[src/rtl/mmcm_fineps_pkg.sv]
// Shared types and helpers for the MMCM fine phase-shift sequencer.
// The FSM states, step directions and the shortest-path phase delta all live here.
package mmcm_fineps_pkg;

  typedef enum logic [2:0] {
    IDLE      = 3'd0,
    ISSUE     = 3'd1,
    WAIT_DONE = 3'd2,
    DONE      = 3'd3,
    ERROR     = 3'd4
  } fineps_state_t;

  localparam logic DIR_INC = 1'b1;
  localparam logic DIR_DEC = 1'b0;

  // Signed step count from pos to target, taking the short way round a ring of n steps.
  // A tie at +n/2 stays positive, while -n/2 stays negative.
  function automatic int fineps_shortest_delta(input int target, input int pos, input int n);
    int d;
    d = target - pos;
    if (d > n / 2) begin
      d = d - n;
    end else if (d < -(n / 2)) begin
      d = d + n;
    end
    return d;
  endfunction

endpackage

[src/rtl/mmcm_fineps_sequencer.sv]
// Multi-step fine phase-shift controller for the MMCME2_ADV dynamic phase-shift port (PSCLK domain).
// It issues one PSEN pulse per step, waits for PSDONE, tracks the position modulo one period and flags errors.
//
// state     | meaning
// IDLE      | waiting for a request; ready while the MMCM is locked
// ISSUE     | PSEN high for this single cycle; the timeout timer is loaded
// WAIT_DONE | waiting for PSDONE; moves the position on it; times out if PSDONE never arrives
// DONE      | out_done pulse; busy drops on leaving
// ERROR     | PSDONE timeout; holds here until in_err_clr
module mmcm_fineps_sequencer
  import mmcm_fineps_pkg::*;
#(
  parameter  int INT_STEPS_PER_PERIOD = 112,
  parameter  int INT_REQ_W            = 16,
  parameter  int INT_TIMEOUT_CYCLES   = 64,
  localparam int INT_POS_W            = $clog2(INT_STEPS_PER_PERIOD)
) (
  input  logic                 in_clk,
  input  logic                 in_rst_n,
  input  logic                 in_mmcm_locked,
  input  logic                 in_req_valid,
  output logic                 out_req_ready,
  input  logic                 in_req_abs,
  input  logic [INT_REQ_W-1:0] in_req_value,
  output logic                 out_psen,
  output logic                 out_psincdec,
  input  logic                 in_psdone,
  output logic                 out_busy,
  output logic                 out_done,
  output logic [INT_POS_W-1:0] out_pos,
  output logic                 out_err_timeout,
  output logic                 out_err_unlock,
  output logic                 out_err_range,
  input  logic                 in_err_clr
);

  localparam int TMR_W = $clog2(INT_TIMEOUT_CYCLES + 1);
  // The PSEN cycle and the terminal-count cycle both count toward the budget, hence the -2.
  localparam logic [TMR_W-1:0]     TMR_LOAD = TMR_W'(INT_TIMEOUT_CYCLES - 2);
  localparam logic [INT_POS_W-1:0] POS_MAX  = INT_POS_W'(INT_STEPS_PER_PERIOD - 1);

  fineps_state_t        r_state;
  logic [INT_POS_W-1:0] r_pos;
  logic [INT_REQ_W-1:0] r_remaining;
  logic [TMR_W-1:0]     r_timer;
  logic                 r_dir;
  logic                 r_psen;
  logic                 r_busy;
  logic                 r_done;
  logic                 r_err_timeout;
  logic                 r_err_unlock;
  logic                 r_err_range;

  logic                 w_accept;
  logic                 w_range_bad;
  logic                 w_dir;
  logic [INT_REQ_W-1:0] w_steps;
  logic [INT_POS_W-1:0] w_pos_next;
  int                   w_abs_delta;

  assign out_req_ready = (r_state == IDLE) & in_mmcm_locked;
  assign w_accept      = in_req_valid & out_req_ready;
  assign w_range_bad   = in_req_abs & (int'(in_req_value) >= INT_STEPS_PER_PERIOD);

  always_comb begin
    w_abs_delta = fineps_shortest_delta(int'(in_req_value), int'(r_pos), INT_STEPS_PER_PERIOD);
    w_dir       = DIR_DEC;
    w_steps     = '0;
    if (in_req_abs) begin
      w_dir   = (w_abs_delta > 0) ? DIR_INC : DIR_DEC;
      w_steps = INT_REQ_W'((w_abs_delta < 0) ? -w_abs_delta : w_abs_delta);
    end else begin
      w_dir   = (!in_req_value[INT_REQ_W-1] && (in_req_value != '0)) ? DIR_INC : DIR_DEC;
      w_steps = in_req_value[INT_REQ_W-1] ? (~in_req_value + 1'b1) : in_req_value;
    end
  end

  always_comb begin
    w_pos_next = r_pos;
    if (r_dir == DIR_INC) begin
      w_pos_next = (r_pos == POS_MAX) ? '0 : r_pos + 1'b1;
    end else begin
      w_pos_next = (r_pos == '0) ? POS_MAX : r_pos - 1'b1;
    end
  end

  always_ff @(posedge in_clk or negedge in_rst_n) begin
    if (!in_rst_n) begin
      r_state       <= IDLE;
      r_pos         <= '0;
      r_remaining   <= '0;
      r_timer       <= '0;
      r_dir         <= DIR_DEC;
      r_psen        <= 1'b0;
      r_busy        <= 1'b0;
      r_done        <= 1'b0;
      r_err_timeout <= 1'b0;
      r_err_unlock  <= 1'b0;
      r_err_range   <= 1'b0;
    end else begin
      r_psen      <= 1'b0;
      r_done      <= 1'b0;
      r_err_range <= 1'b0;
      if (in_err_clr) begin
        r_err_timeout <= 1'b0;
        r_err_unlock  <= 1'b0;
      end

      // Losing lock overrides everything, including a PSDONE or timeout in the same cycle.
      if (!in_mmcm_locked) begin
        r_state     <= IDLE;
        r_pos       <= '0;
        r_remaining <= '0;
        r_busy      <= 1'b0;
        if (r_busy) begin
          r_err_unlock <= 1'b1;
        end
      end else begin
        case (r_state)
          IDLE: begin
            if (w_accept) begin
              if (w_range_bad) begin
                r_err_range <= 1'b1;
              end else begin
                r_dir       <= w_dir;
                r_remaining <= w_steps;
                r_busy      <= 1'b1;
                if (w_steps == '0) begin
                  r_state <= DONE;
                  r_done  <= 1'b1;
                end else begin
                  r_state <= ISSUE;
                  r_psen  <= 1'b1;
                end
              end
            end
          end
          ISSUE: begin
            r_timer <= TMR_LOAD;
            r_state <= WAIT_DONE;
          end
          WAIT_DONE: begin
            if (in_psdone) begin
              r_pos       <= w_pos_next;
              r_remaining <= r_remaining - 1'b1;
              if (r_remaining == INT_REQ_W'(1)) begin
                r_state <= DONE;
                r_done  <= 1'b1;
              end else begin
                r_state <= ISSUE;
                r_psen  <= 1'b1;
              end
            end else if (r_timer == '0) begin
              r_state       <= ERROR;
              r_err_timeout <= 1'b1;
              r_busy        <= 1'b0;
            end else begin
              r_timer <= r_timer - 1'b1;
            end
          end
          DONE: begin
            r_state <= IDLE;
            r_busy  <= 1'b0;
          end
          ERROR: begin
            if (in_err_clr) begin
              r_state <= IDLE;
            end
          end
          default: r_state <= IDLE;
        endcase
      end
    end
  end

  assign out_psen        = r_psen;
  assign out_psincdec    = r_dir;
  assign out_busy        = r_busy;
  assign out_done        = r_done;
  assign out_pos         = r_pos;
  assign out_err_timeout = r_err_timeout;
  assign out_err_unlock  = r_err_unlock;
  assign out_err_range   = r_err_range;

endmodule
[config.mk]
export PLATFORM = sky130hd
export DESIGN_NAME = mmcm_fineps_sequencer
export DESIGN_NICKNAME = d
export VERILOG_FILES = /design/src/rtl/mmcm_fineps_pkg.sv /design/src/rtl/mmcm_fineps_sequencer.sv
export SDC_FILE = /design/constraint.sdc
export NUM_CORES = 1
export LEC_CHECK = 0
export CAP_MARGIN = 10
export CORE_UTILIZATION = 62
export DETAILED_ROUTE_END_ITERATION = 7
export PLACE_DENSITY = 0.84
export SYNTH_ARGS = -nofsm -noshare
export SYNTH_HDL_FRONTEND = slang
export SYNTH_SLANG_ARGS = --single-unit
export TNS_END_PERCENT = 1
[constraint.sdc]
create_clock -name in_clk -period 10.3 [get_ports in_clk]
set_input_delay 1.03 -clock in_clk [delete_from_list [all_inputs] [get_ports in_clk]]
set_output_delay 1.03 -clock in_clk [all_outputs]
set_load 0.1 [all_outputs]
==> flow_summary.ini <==
[synthesis]
yosysWarnings = 0
async_flop_share_pct = 100.0
synth_top_area_share_pct = 20.15
yosysTopAreaCell = dfrtp_1
ys_seq_elements = 40
synth_edf_count = 0
syn-num-nets = 708
synthDistinctLibCells = 89
synth_cells = 667
ys_top_cells_by_area = dfrtp_1, o21ai_0, nor2_1
syn_area_per_cell_sq_um = 7.449
synth_seq_area_share_pct = 20.15
synth_ff_type = dfrtp_1
syn_area_sq_um = 4969

[timing]
setup_viol = 0
fin_crit_sh_pct = 55.81
maxSlewViolCount = 0
final_hold_viol_count = 0
tightest_slew_ns = 1.089
slew_headroom_pct = 27.15
tns_ns = 0
rsz0062_at_grt = false
finClkSkew_ns = 0.01467
min_period_ns = 5.748
setup_slack_ns = 4.552
max_freq_mhz = 174.0

[clock_tree]
postCtsSetupRepairBufs = 0
clk_pin_slew_ns = 0.08
clk_latency_ns = 0.31
root_buffer = clkbuf_8
numCtsBuffers = 5
post_cts_resized = 0
clk_path_buf_depth = 2
tritoncts = built
ctsHtreeMaxLevel = 2
clock-sinks = 40
cts_hold_buf = 0

[die]
die_w_microns = 91.52
boundaryPins = 38
initial_utilization_pct = 64.30
dieArea_sq_um = 8376
num_rows = 32
die_y_microns = 91.52
coreArea_sq_um = 7727

[critical_path]
r2r-end = out_done$_DFF_PN0_
reg2reg_depth = 17
r2r_slack_ns = 5.32
start_kind = input port
crit_arrival_ns = 5.97
worstPathRequired_ns = 10.52
end_kind = register
critPathMaxFanout = 16
r2r-start = out_pos[4]$_DFFE_PN0P_
crit_type = in2reg

[grt]
grt_max_degree = 41
gr-total-overflow = 0
grt_pass1_vias = 5166
antenna_found_initial = 0
grt_pass1_wl_microns = 27280
track_usage_pct = 41.01

[finish]
design_area_sq_um = 5449
final_common_cell = nor2_1
diodes = 0
drive_above_1_share_pct = 6.608
area_delta_synth_final_pct = 9.670
layout_common_cells = nor2_1, o21ai_0, nand2_1
fin_util_pct = 70.51
fin_nets = 721
fin_cells = 783

[place]
place_congestion = 0.9917
dp_cells = 775
post-place-ws_ns = 4.363
port_buffers = 37
dpl_cell_area_sq_um = 5323
dp_hpwl_microns = 12390

[pwr]
p_seq_share_pct = 30.1
p_per_area_nw_per_um2 = 130.2
combPwrFrac_pct = 49.2
p_clk_share_pct = 20.7
p_int_w = 0.0003798
worst_ir_drop_vdd_uv = 89.17
power_switching_w = 0.0003294
power.leakage_nw = 2.064
netSwitchingFraction_pct = 46.45

[status]
status = finished clean

[routing]
drc = 0
wl_per_cell_microns = 21.33
first_pass_iters = 6
dr_total_vias = 5743
wl_microns = 16700
ant_nets = 0
first_iter_violations = 882
routed_via_density = 7.335

[hold_path]
hold_path.startpoint = r_timer[6]$_DFFE_PN0P_
hp-class = reg2reg
whs_endpoint = r_timer[6]$_DFFE_PN0P_
holdPathStages = 1

[run]
maxCapViolations = 0
-- power groups by stage --
| stage | logic, W | clock network [W] | registers, W |
|---|---|---|---|
| detailed placement | 0.000332 | 0 | 0.000215 |
| global route | 0.000373 | 0.000151 | 0.000218 |
| CTS | 0.000337 | 0.000143 | 0.000212 |
| global placement | 0.000326 | 0 | 0.000213 |
| finish | 0.000349 | 0.000147 | 0.000214 |
| floorplan | 0.000221 | 0 | 0.000234 |
-- synth_stat cells (13+ instances only) --
cell       n
a21oi_1   41
o211ai_1  15
or3_1     15
dfrtp_1   40
nand3_1   20
ha_1      17
clkbuf_1  21
nor4_1    14
o21ai_0   59
a31oi_1   13
nor3_1    28
inv_1     29
xnor2_1   21
nor2_1    76
nand2_1   51
-- final cells by class --
type	instances	area (sq um)
multi-input cells	565	3705
fillers	600	2278
flip-flops and latches	40	1001
repair buffers	39	380.4
well taps	102	127.6
inverters	29	108.9
clock buffers	7	96.34
clock inverters	1	30.03
-- metrics by stage --
step,hold slack [ns],power (W)
floorplan,0.4580,0.0004550
global placement,0.4795,0.0005388
detailed placement,0.4841,0.0005471
CTS,0.4972,0.0006918
global route,0.5298,0.0007420
finish,0.4943,0.0007092
-- registers in the layout, indices dropped and copies added, names as in the netlist --
signal / cells
out_busy: 1
out_done: 1
out_err_range: 1
out_err_unlock: 1
out_pos: 7
out_err_timeout: 1
out_psincdec: 1
r_state: 3
r_timer: 7
r_remaining: 16
out_psen: 1
-- worst max path at each step --
| stage | cells after the start | startpoint | to | slack, ns |
|---|---|---|---|---|
| after floorplan | 19 | in_req_value[0] | r_state[1]$_DFFE_PN0P_ | 5.35 |
| after CTS | 19 | in_req_value[0] | out_done$_DFF_PN0_ | 4.65 |
| after detailed placement | 19 | in_req_value[0] | r_state[1]$_DFFE_PN0P_ | 4.36 |
| after global placement | 19 | in_req_value[0] | r_state[1]$_DFFE_PN0P_ | 4.53 |
| final | 19 | in_req_value[0] | out_done$_DFF_PN0_ | 4.55 |
| after global routing | 19 | in_req_value[0] | out_done$_DFF_PN0_ | 4.19 |
-- critical path, cell delays in order --
cell	delay, ns
clkdlybuf4s50_1	0.50
inv_1	0.11
ha_1	0.25
fa_1	0.43
nand2b_1	0.19
a21oi_1	0.16
xor2_1	0.17
buf_4	0.24
ha_1	0.25
nand3_1	0.11
nor2_1	0.15
o2111ai_1	0.43
or3_1	0.51
o2111a_1	0.29
o31ai_1	0.29
a31oi_2	0.15
nor4b_2	0.32
nand3_1	0.16
a21oi_1	0.22
-- layer usage --
metal / wire (microns) / up-vias / track usage [%]
met2: 7225 / 419 / 61.65
met1: 6958 / 2696 / 59.91
met4: 506 / 0 / 11.11
li1: - / 2556 / -
met3: 2013 / 72 / 7.370
met5: 0 / - / 0
-- cell families after synthesis --
kind of cell	count (synthesis)	share of synthesized area, %
DFF	40	20.15
buffers and inverters	62	5.389
muxes	11	2.292
and+or+nand+nor	271	28.68
adders and majority gates	18	4.684
xor gates and xnor gates	32	5.792
AOI/OAI and AO/OA	233	33.01
Note: power is estimated with default switching activity, not from simulation.
